<file path="src/rtl/srl_window_reader.sv">
// rtl/srl_window_reader.sv - trigger-driven window reader over a circular delay buffer
//
// Stores a WIDTH-bit word into a 2**AW-deep circular buffer on every ce.
// A trigger in IDLE reads back win_len+1 consecutive words, starting lookback
// words behind the newest stored word, over a valid/ready stream.
//
// Optional feature macro: SRL_READER_PARITY_EN
//   defined     : buffer stores ^d with each word; q_perr flags a parity mismatch on load
//   not defined : buffer is WIDTH bits wide; q_perr is always 0
//
// Ports:
//   clock, reset_n     clock (rising edge), asynchronous active-low reset
//   ce, d              write enable and input word
//   trig               readout request, accepted only in IDLE
//   lookback, win_len  window start (words back from newest) and length minus 1
//   q, q_vld, q_rdy    output word stream; q held while q_vld=1 and q_rdy=0
//   q_last, q_perr     qualifiers of q_vld: final window word, parity error
//   busy, done         not-IDLE status, one-cycle completion pulse
//   ovf                a window word was overwritten before being read (valid with done)
//   trig_lost          trig seen while busy
module srl_window_reader #(
  parameter int WIDTH = 19,
  parameter int AW    = 4
) (
  input  logic             clock,
  input  logic             reset_n,
  input  logic             ce,
  input  logic [WIDTH-1:0] d,
  input  logic             trig,
  input  logic [AW-1:0]    lookback,
  input  logic [AW-1:0]    win_len,
  output logic [WIDTH-1:0] q,
  output logic             q_vld,
  input  logic             q_rdy,
  output logic             q_last,
  output logic             q_perr,
  output logic             busy,
  output logic             done,
  output logic             ovf,
  output logic             trig_lost
);

  localparam int DEPTH = 2**AW;
`ifdef SRL_READER_PARITY_EN
  localparam int MW = WIDTH + 1;
`else
  localparam int MW = WIDTH;
`endif

  typedef enum logic [1:0] {ST_IDLE, ST_READ, ST_DONE} state_t;

  state_t           r_state;
  state_t           w_next_state;
  logic [MW-1:0]    r_mem [DEPTH];
  logic [AW-1:0]    r_wr_adr;
  logic [AW-1:0]    r_rd_adr;
  logic [AW-1:0]    r_cnt;
  logic [AW-1:0]    r_len;
  logic             r_loaded;
  logic [WIDTH-1:0] r_q;
  logic             r_q_vld;
  logic             r_q_last;
  logic             r_q_perr;
  logic             r_ovf;
  logic [MW-1:0]    w_wr_word;
  logic [MW-1:0]    w_rd_word;
  logic             w_perr;
  logic             w_slot;
  logic             w_drain;

`ifdef SRL_READER_PARITY_EN
  assign w_wr_word = {^d, d};
  assign w_perr    = (^w_rd_word[WIDTH-1:0]) != w_rd_word[WIDTH];
`else
  assign w_wr_word = d;
  assign w_perr    = 1'b0;
`endif

  assign w_rd_word = r_mem[r_rd_adr];

  // r_loaded marks that the final window word is already in q; a separate flag
  // is needed because cnt cannot represent DEPTH when win_len is DEPTH-1.
  assign w_slot  = (r_state == ST_READ) && (!r_q_vld || q_rdy) && !r_loaded;
  // Any acceptance after the final load is the acceptance of the last word.
  assign w_drain = (r_state == ST_READ) && r_q_vld && q_rdy && r_loaded;

  // Buffer contents are deliberately not reset.
  always_ff @(posedge clock) begin
    if (ce) begin
      r_mem[r_wr_adr] <= w_wr_word;
    end
  end

  always_ff @(posedge clock or negedge reset_n) begin
    if (!reset_n) begin
      r_state <= ST_IDLE;
    end else begin
      r_state <= w_next_state;
    end
  end

  always_comb begin
    w_next_state = r_state;
    case (r_state)
      ST_IDLE: if (trig) w_next_state = ST_READ;
      ST_READ: if (w_drain) w_next_state = ST_DONE;
      ST_DONE: w_next_state = ST_IDLE;
      default: w_next_state = ST_IDLE;
    endcase
  end

  always_ff @(posedge clock or negedge reset_n) begin
    if (!reset_n) begin
      r_wr_adr <= '0;
      r_rd_adr <= '0;
      r_cnt    <= '0;
      r_len    <= '0;
      r_loaded <= 1'b0;
      r_q      <= '0;
      r_q_vld  <= 1'b0;
      r_q_last <= 1'b0;
      r_q_perr <= 1'b0;
      r_ovf    <= 1'b0;
    end else begin
      if (ce) begin
        r_wr_adr <= r_wr_adr + AW'(1);
      end
      if (r_state == ST_IDLE && trig) begin
        // Uses the write pointer before this edge's write.
        r_rd_adr <= r_wr_adr - AW'(1) - lookback;
        r_cnt    <= '0;
        r_len    <= win_len;
        r_loaded <= 1'b0;
        r_ovf    <= 1'b0;
      end
      if (w_slot) begin
        r_q      <= w_rd_word[WIDTH-1:0];
        r_q_vld  <= 1'b1;
        r_q_last <= (r_cnt == r_len);
        r_q_perr <= w_perr;
        r_rd_adr <= r_rd_adr + AW'(1);
        r_cnt    <= r_cnt + AW'(1);
        if (r_cnt == r_len) begin
          r_loaded <= 1'b1;
        end
      end else if (w_drain) begin
        r_q_vld  <= 1'b0;
        r_q_last <= 1'b0;
        r_q_perr <= 1'b0;
      end
      // Writer reaching the next unread address means that word is lost.
      if (r_state == ST_READ && ce && !r_loaded && r_wr_adr == r_rd_adr) begin
        r_ovf <= 1'b1;
      end
    end
  end

  assign q         = r_q;
  assign q_vld     = r_q_vld;
  assign q_last    = r_q_last;
  assign q_perr    = r_q_perr;
  assign ovf       = r_ovf;
  assign busy      = (r_state != ST_IDLE);
  assign done      = (r_state == ST_DONE);
  assign trig_lost = trig && (r_state != ST_IDLE);

endmodule

</file>
<file path="config.mk">
export PLATFORM = sky130hd
export DESIGN_NAME = srl_window_reader
export DESIGN_NICKNAME = d
export VERILOG_FILES = /design/src/rtl/srl_window_reader.sv
export SDC_FILE = /design/constraint.sdc
export NUM_CORES = 1
export LEC_CHECK = 0
export ABC_AREA = 1
export BUFFER_PORTS_ARGS = -buffer_cell sky130_fd_sc_hd__buf_2
export CORE_MARGIN = 1
export CORE_UTILIZATION = 61
export CTS_CLUSTER_SIZE = 16
export DETAILED_ROUTE_END_ITERATION = 8
export GPL_ROUTABILITY_DRIVEN = 0
export PLACE_DENSITY = 0.79
export RECOVER_POWER = 100
export SETUP_SLACK_MARGIN = 0.2
export SKIP_LAST_GASP = 1
export SLEW_MARGIN = 5
export SYNTH_ARGS = -nofsm -noshare
export SYNTH_HDL_FRONTEND = slang
export SYNTH_SLANG_ARGS = --single-unit
</file>
<file path="constraint.sdc">
create_clock -name clock -period 2.8 [get_ports clock]
set_input_delay 0.14 -clock clock [delete_from_list [all_inputs] [get_ports clock]]
set_output_delay 0.14 -clock clock [all_outputs]
set_load 0.01 [all_outputs]
</file>
# Word-level counts from Yosys, hierarchy flattened
# Memory sizes are Yosys's and may differ from the RTL's. A register that Yosys moved wholly into a read port is not among the register bits.
# Cells that the tools add are included.
# word_totals
reg_bits	23
ramBits	304
in_bits	32
output_inout_bits	26
wordCells	60
memories	1
# memory_table
memory	words	width	rd	rd_clocked_by_memory_dff	wr	line_no	source
r_mem	16	19	1	1	1	54	logic [MW-1:0] r_mem [DEPTH];
# classes
add_sub_neg	5
n_eq_ne	6
mux	18
reduce_logical	20
# op_table
cell	count
$mux 4	4
$add 4x1->4 const B	3
$mux 1	11
$logic_and 1x1->1	10
$eq 4x4->1	2
$reduce_bool 2->1	4
$mux 2	2
$ne 2x2->1 const B	2
$pmux 2 s2	1
$sub 4x1->4 const B	1
$sub 4x4->4	1
$logic_not 1->1	3
$eq 2x1->1 const B	1
$eq 2x2->1 const B	1
$logic_not 2->1	1
$reduce_and 2->1	1
$logic_or 1x1->1	1

# Depth between registers and ports, before layout
# Gate-level depths: netlist of the first run.
# logic_depth
word_depth	6
mapped_depth	11
depth_no_buf	9

# Worst setup path after synthesis of the first run
# No wires, ideal clock.
# synth_timing
path_type	register to register
start	reg r_wr_adr[1]
end	mem r_mem[12][0] (netlist bit), enable pin
setup_time_ns	0.395
t_arrival_ns	1.639
t_required_ns	2.405
slack_ns	0.766
path_stages_with_launch	5
path_buffers	0
synth_period_minus_slack_ns	2.034
path_cell_list	dfrtp_1 -> inv_1 -> ha_1 -> nand2_1 -> nor2_1
# synth_rtl
item	line_no	source
start: declaration	55	logic [AW-1:0] r_wr_adr;
start signal: assignment	126	r_wr_adr <= r_wr_adr + AW'(1);
end: declaration	54	
# Straight into the memory's write port.

# Worst setup path after layout of the first run
# layout_timing
start	reg r_wr_adr[1]
end	mem r_mem[8][18] (netlist bit), enable pin
# Straight into the memory's write port.

==> metrics.txt, run 1 <==
initial antenna violation count 1; post-CTS resize count 0; minimum clock period 2.52 ns; Post-DP Area about 15,000 sq um; FP Rows 55; IO Count 58; Detail Placement HPWL 22,100 um; Crit Path Category reg -> reg; WP data required 2.95 ns; Root Buffer clkbuf_16; Final Core Density 69.2%; syn_nets 1,279; share of cells above drive strength 1 under 10%; Setup crit end kind register; top cell family by delay on the critical path buffers and inverters; Port Buffer Count 56; Final Non-Filler Cells 1,608; max cap viols 0; Seq/Total Area, Yosys 71.9%; final setup fails 0; share of the synthesized area in the top cell type approximately 65%; CTS tree done; Area Overhead vs Synth 11.2%; most frequent cells in the layout 509 x nand2_1, 304 x edfxtp_1, 163 x nand3_1; Cell Area, Synth 14,100 sq um; clk buf depth 3; CP max-delay cell clkbuf_1; Post-Route WL 36,100 um; Initial Util between 60% and 70%; Synth Register Bits 345; CTS Buf Count 35; commonest non-fill, non-tap cell in the layout nand2_1; H-tree lvl count 2; Seq. cell area 10,200 sq um; pwr/cell area ~740 nW/um^2; die span in x 154 um; pin count of the biggest net entering global routing roughly 160; Max Slew Vio Count 0; DIE AREA 23,800 sq um; synthesized instance count 1,237; Finished Cell Area between 15,000 and 20,000 sq um; total gr overflow 0; Least-Margin Pin Slew 1.28 ns; Setup Skew roughly 0.02 ns; Core Footprint 22,700 sq um; FILL cells approximately 1,600; CP max FO 16; DR DRC count 0; yosys warns 0; CP max stage delay 0.83 ns; first-pass GRT wire length between 50,000 and 60,000 um; DR pass1 iterations 7; final worst-path cycle share 90.1%; # nets final about 1,300; CP startpoint kind register; die height about 150 um; main area contributors after synthesis edfxtp_1 65%, nand2_1 14%, dfrtp_1 7.3%; vias in the first global route 9,330; FF-to-FF setup slack 0.28 ns; Fin. Hold Viols 0; Tightest Hold Check Type in -> reg; remaining antenna violation count 0; Initial DRC Count approximately 1,300; wire length per cell 22.4 um; status complete, no violations; Worst-path clk slew about 0.06 ns; Clock Sink Count 345; VDD IR-drop max 0.000652 V; Worst EP arrival 2.67 ns; biggest area consumer among synthesized cells edfxtp_1; Fin Setup TNS 0 ns; later-pin clock latency in the skew report 0.53 ns; unrepaired setup endpoints after global routing no; Fin Hold WS 0.0730 ns; WP buf/inv 2; vias per inst ~6.1; Total Routing Usage GR 31.3%; Avg Cell Area, Syn 11.4 sq um; f_max 396 MHz; routed vias roughly 9,700; Setup Buffers After CTS 0; Pleak 6.15 nW; placed cell count 1,537; critical-path cell list inv_1 > ha_1 > nand2_1 > nor2_1 > clkbuf_1; Netlist cell types 29; Rel. slew slack 14.9%; area occupied by multi-input gates 3510 sq um
-- worst min-delay path, delay by kind of cell --
family                 cells  cell delay (ns)
AND/OR/NAND/NOR            2             0.21
buffers and inverters      1             0.08
XOR/XNOR                   1             0.06
AO/OA/AOI/OAI              1             0.06
-- synthesized netlist by cell type --
cell and n:
xnor2_1 5, buf_2 34, inv_1 17, o21ai_0 7
inv_2 5, o22ai_1 1, o21ai_1 1, clkbuf_1 15
nor2_2 1, conb_1 1, nor3_1 1, nor2_4 1
nor2_1 42, a22oi_1 2, buf_6 9, edfxtp_1 304
nand3_4 1, nand2_1 509, xor2_1 6, nor3b_2 1
nand3_1 163, ha_1 9, nand4_1 4, a21oi_1 45
buf_4 9, fa_1 1, o211ai_1 1, nand2b_1 1
dfrtp_1 41
-- flip-flops by register name (all words and copies together), names as in the netlist --
register  cells
q_last        1
ovf           1
r_loaded      1
r_len         4
r_state       2
r_rd_adr      4
r_mem       304
r_wr_adr      4
q_vld         1
q            19
r_cnt         4
-- metal layers --
metal,GRT usage (%),wire length (um)
met1,41.6,13400
met2,50.9,17600
met3,5.32,3290
met4,15.2,1740
met5,0,0
-- per-stage QoR --
step / setup slack [ns] / power (mW)
2_1_floorplan: 0.766 / 6.78
3_3_place_gp: 0.600 / 7.21
3_5_place_dp: 0.570 / 7.24
4_1_cts: 0.528 / 11.7
5_1_grt: 0.186 / 12.0
6_report: 0.278 / 11.7
-- power by group --
part	switching, mW	internal, mW
Combinational	0.688	0.212
Sequential	0.140	6.09
Clock	1.92	2.66
-- path summary, 6_finish.rpt --
check,start,endpoint,cells after the start
setup / recovery,r_wr_adr[1],r_mem[8][18],5
hold reg to reg,ovf,ovf,2
min in group asynchronous,reset_n,r_len[1],2
hold / removal,lookback[3],r_rd_adr[3],5
setup reg to reg,r_wr_adr[1],r_mem[8][18],5
max in group asynchronous,reset_n,q[3],3
-- kinds of logic after synthesis --
| logic type | Yosys count | share of synthesized area, % |
|---|---|---|
| AND/OR/NAND/NOR | 724 | 21.0 |
| flip-flops | 345 | 71.9 |
| buffers and inverters | 89 | 3.38 |
| AO/OA/AOI/OAI | 57 | 2.08 |
| XOR/XNOR | 11 | 0.682 |
| adder cells (fa/ha/maj) | 10 | 0.939 |
| other | 1 | 0.0265 |
-- area by class of cell --
class / instances / area share [%]
Antenna cell: 1 / 0.0159
Clock buffer: 44 / 6.19
Clock inverter: 19 / 1.03
Inverter: 22 / 0.541
Multi-Input combinational cell: 803 / 22.3
Sequential cell: 345 / 64.6
Tap cell: 285 / 2.27
Timing Repair Buffer: 89 / 3.00
-- repair_timing --
| item | 4_1_cts | 5_1_grt |
|---|---|---|
| endpoints found under the setup margin | 0 | 0 |
| endpoints found under the hold margin | 44 | 0 |
| hold buffers | 7 | 0 |
Power figures use the tool's default switching activity.
==> run 2: changes to the inputs <==
--- a/config.mk
+++ b/config.mk
@@ -7,5 +7,5 @@
 export LEC_CHECK = 0
 export ABC_AREA = 1
-export BUFFER_PORTS_ARGS = -buffer_cell sky130_fd_sc_hd__buf_2
+export BUFFER_PORTS_ARGS = -buffer_cell sky130_fd_sc_hd__clkbuf_2
 export CORE_MARGIN = 1
 export CORE_UTILIZATION = 61
==> constraint.sdc (replaced) <==
create_clock -name clock -period 2.8 [get_ports clock]
set_input_delay 0.14 -clock clock [delete_from_list [all_inputs] [get_ports clock]]
set_output_delay 0.14 -clock clock [all_outputs]
set_load 0.05 [all_outputs]
==> metrics.txt, run 2 (same netlist as run 1, synthesis figures left out) <==
Max Slew Vio Count 0 (unchanged); Setup crit end kind register; # nets final 1,341 (+0.22%); Least-Margin Pin Slew 1.43 ns (+0.152 ns); commonest non-fill, non-tap cell in the layout nand2_1; M1 GR Usage 41.6% (about the same); Fin. Hold Viols 0 (unchanged); status complete, no violations; max FFs per register 304 (unchanged); pin count of the biggest net entering global routing 156 (unchanged); Worst-path clk slew 0.06 ns (about the same); GRT met2 Usage 49.7% (-1.2 points); DIE AREA 23,800 sq um (unchanged); DR DRC count 0 (unchanged); Root Buffer clkbuf_16; Fin Hold WS 0.105 ns (+0.0325 ns); clk buf depth 3 (unchanged); vias in the first global route 9,402 (+0.77%); CP max-delay cell clkbuf_1; initial antenna violation count 1 (unchanged); CP max FO 13 (-3); f_max 402 MHz (+1.5%); minimum clock period 2.48 ns (-0.0375 ns); Crit Path Category reg -> reg; top cell family by delay on the critical path simple AND/OR/NAND/NOR gates; Worst EP arrival 2.63 ns (-0.04 ns); max cap viols 0 (unchanged); CP startpoint kind register; Core Footprint 22,700 sq um (unchanged); IO Count 58 (unchanged); vias per inst 5.99 (-0.99%); critical-path cell list ha_1 > nand2_1 > nor2_1 > clkbuf_1; Detail Placement HPWL 22,300 um (+0.97%); Rel. slew slack 4.78% (-10 points); die span in x 154 um (unchanged); Fin Setup TNS 0 ns (unchanged); WP data required 2.94 ns (about the same); DR pass1 iterations 5 (-2); H-tree lvl count 2 (unchanged); Setup Skew 0.0150 ns (-0.00492 ns); wire length per cell 22.4 um (-0.35%); Reg with most FFs r_mem; Port Buffer Count 56 (unchanged); pwr/cell area 742 nW/um^2 (-0.46%); CTS Buf Count 35 (unchanged); placed cell count 1,540 (+0.20%); unrepaired setup endpoints after global routing no; grt peak-use layer met2; die height 154 um (unchanged); share of cells above drive strength 1 7.32% (+0.059 points); most frequent cells in the layout 509 x nand2_1, 304 x edfxtp_1, 163 x nand3_1; Area Overhead vs Synth 11.2% (about the same); Pleak 6.18 nW (+0.49%); Initial DRC Count 1,232 (-7.2%); Post-Route WL 36,000 um (-0.17%); later-pin clock latency in the skew report 0.51 ns (-0.02 ns); Final Non-Filler Cells 1,611 (+0.19%); M3 GR Usage 5.88% (+0.56 points); VDD IR-drop max 0.000635 V (-2.7%); CP max stage delay 0.66 ns (-0.17 ns); final worst-path cycle share 88.7% (-1.3 points); Initial Util 62.2% (unchanged); routed vias 9,653 (-0.80%); Tightest Hold Check Type in -> reg; FILL cells 1,633 (+0.99%); remaining antenna violation count 0 (unchanged); CTS tree done; Clock Sink Count 345 (unchanged); total gr overflow 0 (unchanged); FP Rows 55 (unchanged); final setup fails 0 (unchanged); first-pass GRT wire length 54,700 um (+0.49%); WP buf/inv 1 (-1); Final Core Density 69.2% (about the same); Total Routing Usage GR 31.4% (+0.10 points)
run 2: changes by cell type in the layout (fill, tap and decap cells not counted), moves of 2 or more:
cell,change
inv_2,+2
buf_2,-12
clkinv_1,+2
nor2_1,+5
nor2_2,-5
clkbuf_2,+17
buf_4,+5
clkbuf_1,-4
run 2: area by class of cell:
| class | count | area (sq um) | share of cell area (%) |
|---|---|---|---|
| well taps | 285 | 357 | 2.27 |
| multi-input cells | 803 | 3490 | 22.2 |
| clock inverters | 16 | 120 | 0.765 |
| inverters | 22 | 82.6 | 0.526 |
| clock buffers | 47 | 983 | 6.26 |
| diodes | 1 | 2.50 | 0.0159 |
| flip-flops and latches | 345 | 10200 | 64.7 |
| repair buffers | 92 | 508 | 3.23 |
run 2: worst register-to-register path, delay by kind of cell, from the launching register on:
family / cells / cell delay (ns)
buf+inv: 1 / 0.66
fa+ha+maj: 1 / 0.20
simple gates: 2 / 0.75
flops: 1 / 0.50
run 2: layer usage:
metal | share of wire (%) | vias up
met5 | 0 | -
met4 | 5.6 | 0
met3 | 8.9 | 130
met2 | 48 | 554
met1 | 38 | 4618
li1 | - | 4351
run 2: path summary, 6_finish.rpt:
kind	from	end	slack, ns	depth (start not counted)
min	lookback[3]	r_rd_adr[3]	0.11	5
min in group asynchronous	reset_n	r_len[2]	0.49	2
max in group asynchronous	reset_n	r_rd_adr[0]	0.91	3
max reg2reg	r_wr_adr[0]	r_mem[3][17]	0.32	4
min reg2reg	q[12]	q[12]	0.49	2
max	r_wr_adr[0]	r_mem[3][17]	0.32	4
run 2: through the flow:
| stage | power, mW | setup slack (ns) | instance area [sq um] |
|---|---|---|---|
| floorplan | 6.79 | 0.766 | 14100 |
| global placement | 7.22 | 0.613 | 14700 |
| detailed placement | 7.25 | 0.598 | 14700 |
| CTS | 11.7 | 0.539 | 15800 |
| global route | 12.0 | 0.213 | 15700 |
| finish | 11.6 | 0.315 | 15700 |
run 2: timing repair:
item                                    in CTS  in global routing
endpoints found under the setup margin       0                  0
setup buffers                                0                  0
endpoints found under the hold margin       27                  0
resized for setup                            0                  0
hold buffers                                 7                  0
run 2: power by group:
part	total, mW	leakage, nW	internal, mW	switching [mW]
sequential	6.22	3.29	6.08	0.141
clock	4.50	0.544	2.65	1.86
combinational	0.920	2.35	0.218	0.702
total	11.6	6.18	8.95	2.70
==> run 3: changes to the inputs <==
Settings changed: BUFFER_PORTS_ARGS -buffer_cell sky130_fd_sc_hd__clkbuf_2 to not set, CORE_MARGIN 1 to not set, CORE_UTILIZATION 61 to 63, DONT_BUFFER_PORTS set to 1.
==> metrics.txt, run 3 (same netlist as run 1, synthesis figures left out) <==
status complete, no violations; Worst R2R Path Depth 4 (unchanged); routed vias 9,545 (-1.1%); Reg with most FFs r_mem; VDD IR-drop max 0.000765 V (+21%); Worst EP arrival 2.45 ns (-0.18 ns); Initial Util 64.5% (+2.3 points); Setup Buffers After CTS 0 (unchanged); Max Slew Vio Count 0 (unchanged); Area Overhead vs Synth 11.2% (about the same); DIE AREA 23,000 sq um (-3.1%); f_max 428 MHz (+6.4%); # nets final 1,307 (-2.5%); clk buf depth 3 (unchanged); final worst-path cycle share 83.4% (-5.4 points); H-tree lvl count 2 (unchanged); share of cells above drive strength 1 7.20% (-0.12 points); Clock Sink Count 345 (unchanged); Setup WS pre-CTS 0.834 ns (+0.236 ns); total gr overflow 0 (unchanged); DR pass1 iterations 6 (+1); Fin Setup TNS 0 ns (unchanged); die height 152 um (-1.6%); r2r startpoint r_wr_adr[1]; Pleak 6.17 nW (-0.15%); IO Count 58 (unchanged); Total Routing Usage GR 31.2% (-0.24 points); Setup crit end kind register; Setup crit start r_wr_adr[1]; Root Buffer clkbuf_16; unrepaired setup endpoints after global routing no; first-pass GRT wire length 51,500 um (-5.8%); CP max-delay cell clkbuf_1; Hold Buf Count CTS 28 (+21); minimum clock period 2.33 ns (-0.151 ns); pwr/cell area 736 nW/um^2 (-0.68%); Tightest Hold Check Type in -> reg; later-pin clock latency in the skew report 0.52 ns (about the same); pin count of the biggest net entering global routing 156 (unchanged); WP data required 2.92 ns (-0.02 ns); Worst-path clk slew 0.06 ns (about the same); Rel. slew slack 13.3% (+8.5 points); DR DRC count 0 (unchanged); wire length per cell 22.1 um (-1.1%); CTS tree done; most frequent cells in the layout 509 x nand2_1, 304 x edfxtp_1, 163 x nand3_1; die span in x 152 um (-1.6%); Port Buffer Count 0 (-100%); FF-to-FF setup slack 0.47 ns (+0.15 ns); CP max stage delay 0.96 ns (+0.30 ns); CTS Buf Count 35 (unchanged); Core Footprint 21,900 sq um (-3.6%); vias in the first global route 8,981 (-4.5%); initial antenna violation count 1 (unchanged); Crit Path Category reg -> reg; CP endpoint r_mem[3][9]; capturing point of the worst reg2reg path r_mem[3][9]; FP Rows 54 (-1.8%); Setup Skew 0.0165 ns (+0.00147 ns); max FFs per register 304 (unchanged); Initial DRC Count 1,232 (unchanged); vias per inst 6.07 (+1.3%); final setup fails 0 (unchanged); max cap viols 0 (unchanged); Fin. Hold Viols 0 (unchanged); Final Worst Setup Slack 0.466 ns (+0.150 ns); CP max FO 19 (+6); Fin Hold WS 0.0251 ns (-0.0804 ns); Detail Placement HPWL 19,300 um (-13%); critical-path cell list ha_1 > nand2_1 > nor2_2 > clkbuf_1; Least-Margin Pin Slew 1.30 ns (-0.128 ns); remaining antenna violation count 0 (unchanged); post-CTS resize count 0 (unchanged); commonest non-fill, non-tap cell in the layout nand2_1; Post-Route WL 34,800 um (-3.4%); CP startpoint kind register
[run 3: changes by cell type in the layout (fill, tap and decap cells not counted), sizes merged]
cell,before,now
buf,14,16
clkbuf,118,59
clkinv,14,15
dlygate4sd3,7,27
inv,22,25
[run 3: cell type report]
class | instances | area [sq um]
Antenna cell | 1 | 2.50
Clock buffer | 44 | 930
Clock inverter | 20 | 150
Fill cell | 1470 | 6180
Inverter | 22 | 82.6
Multi-Input combinational cell | 803 | 3520
Sequential cell | 345 | 10200
Tap cell | 280 | 350
Timing Repair Buffer | 58 | 517
[run 3: worst max-delay path, delay by kind of cell (launching register included)]
family                   cells  cell delay [ns]
AND/OR/NAND/NOR              2             0.33
buffers and inverters        1             0.96
flip-flops                   1             0.47
adder cells (fa/ha/maj)      1             0.19
[run 3: worst min path at each step]
stage,from,endpoint,slack (ns),depth (start not counted)
3_3_place_gp,reset_n,r_len[1],-0.15,0
2_1_floorplan,reset_n,ovf,-0.16,0
6_report,lookback[0],r_rd_adr[0],0.03,4
4_1_cts,lookback[0],r_rd_adr[0],0.02,4
5_1_grt,lookback[0],r_rd_adr[0],0.04,4
3_5_place_dp,reset_n,r_len[1],-0.16,0
[run 3: stage by stage]
stage	cell area (sq um)	total power [mW]	util, %	std cells
6_report	15700	11.6	71.8	1573
5_1_grt	15700	11.9	71.8	1572
4_1_cts	15800	11.6	72.1	1572
3_5_place_dp	14400	7.14	65.8	1480
3_3_place_gp	14400	7.10	65.8	1480
2_1_floorplan	14100	6.79	-	1237
[run 3: power by group]
part           switching [mW]  total [mW]  leakage, nW  internal [mW]
sequential              0.141        6.22         3.29           6.08
combinational           0.691       0.921         2.35          0.231
clock                    1.88        4.43        0.533           2.55
total                    2.71        11.6         6.17           8.86
[run 3: routing by layer]
metal / share of wire (%) / GRT usage (%)
met1: 38 / 44.1
met2: 47 / 47.9
met3: 11 / 6.11
met4: 3.2 / 13.0
met5: 0 / 0
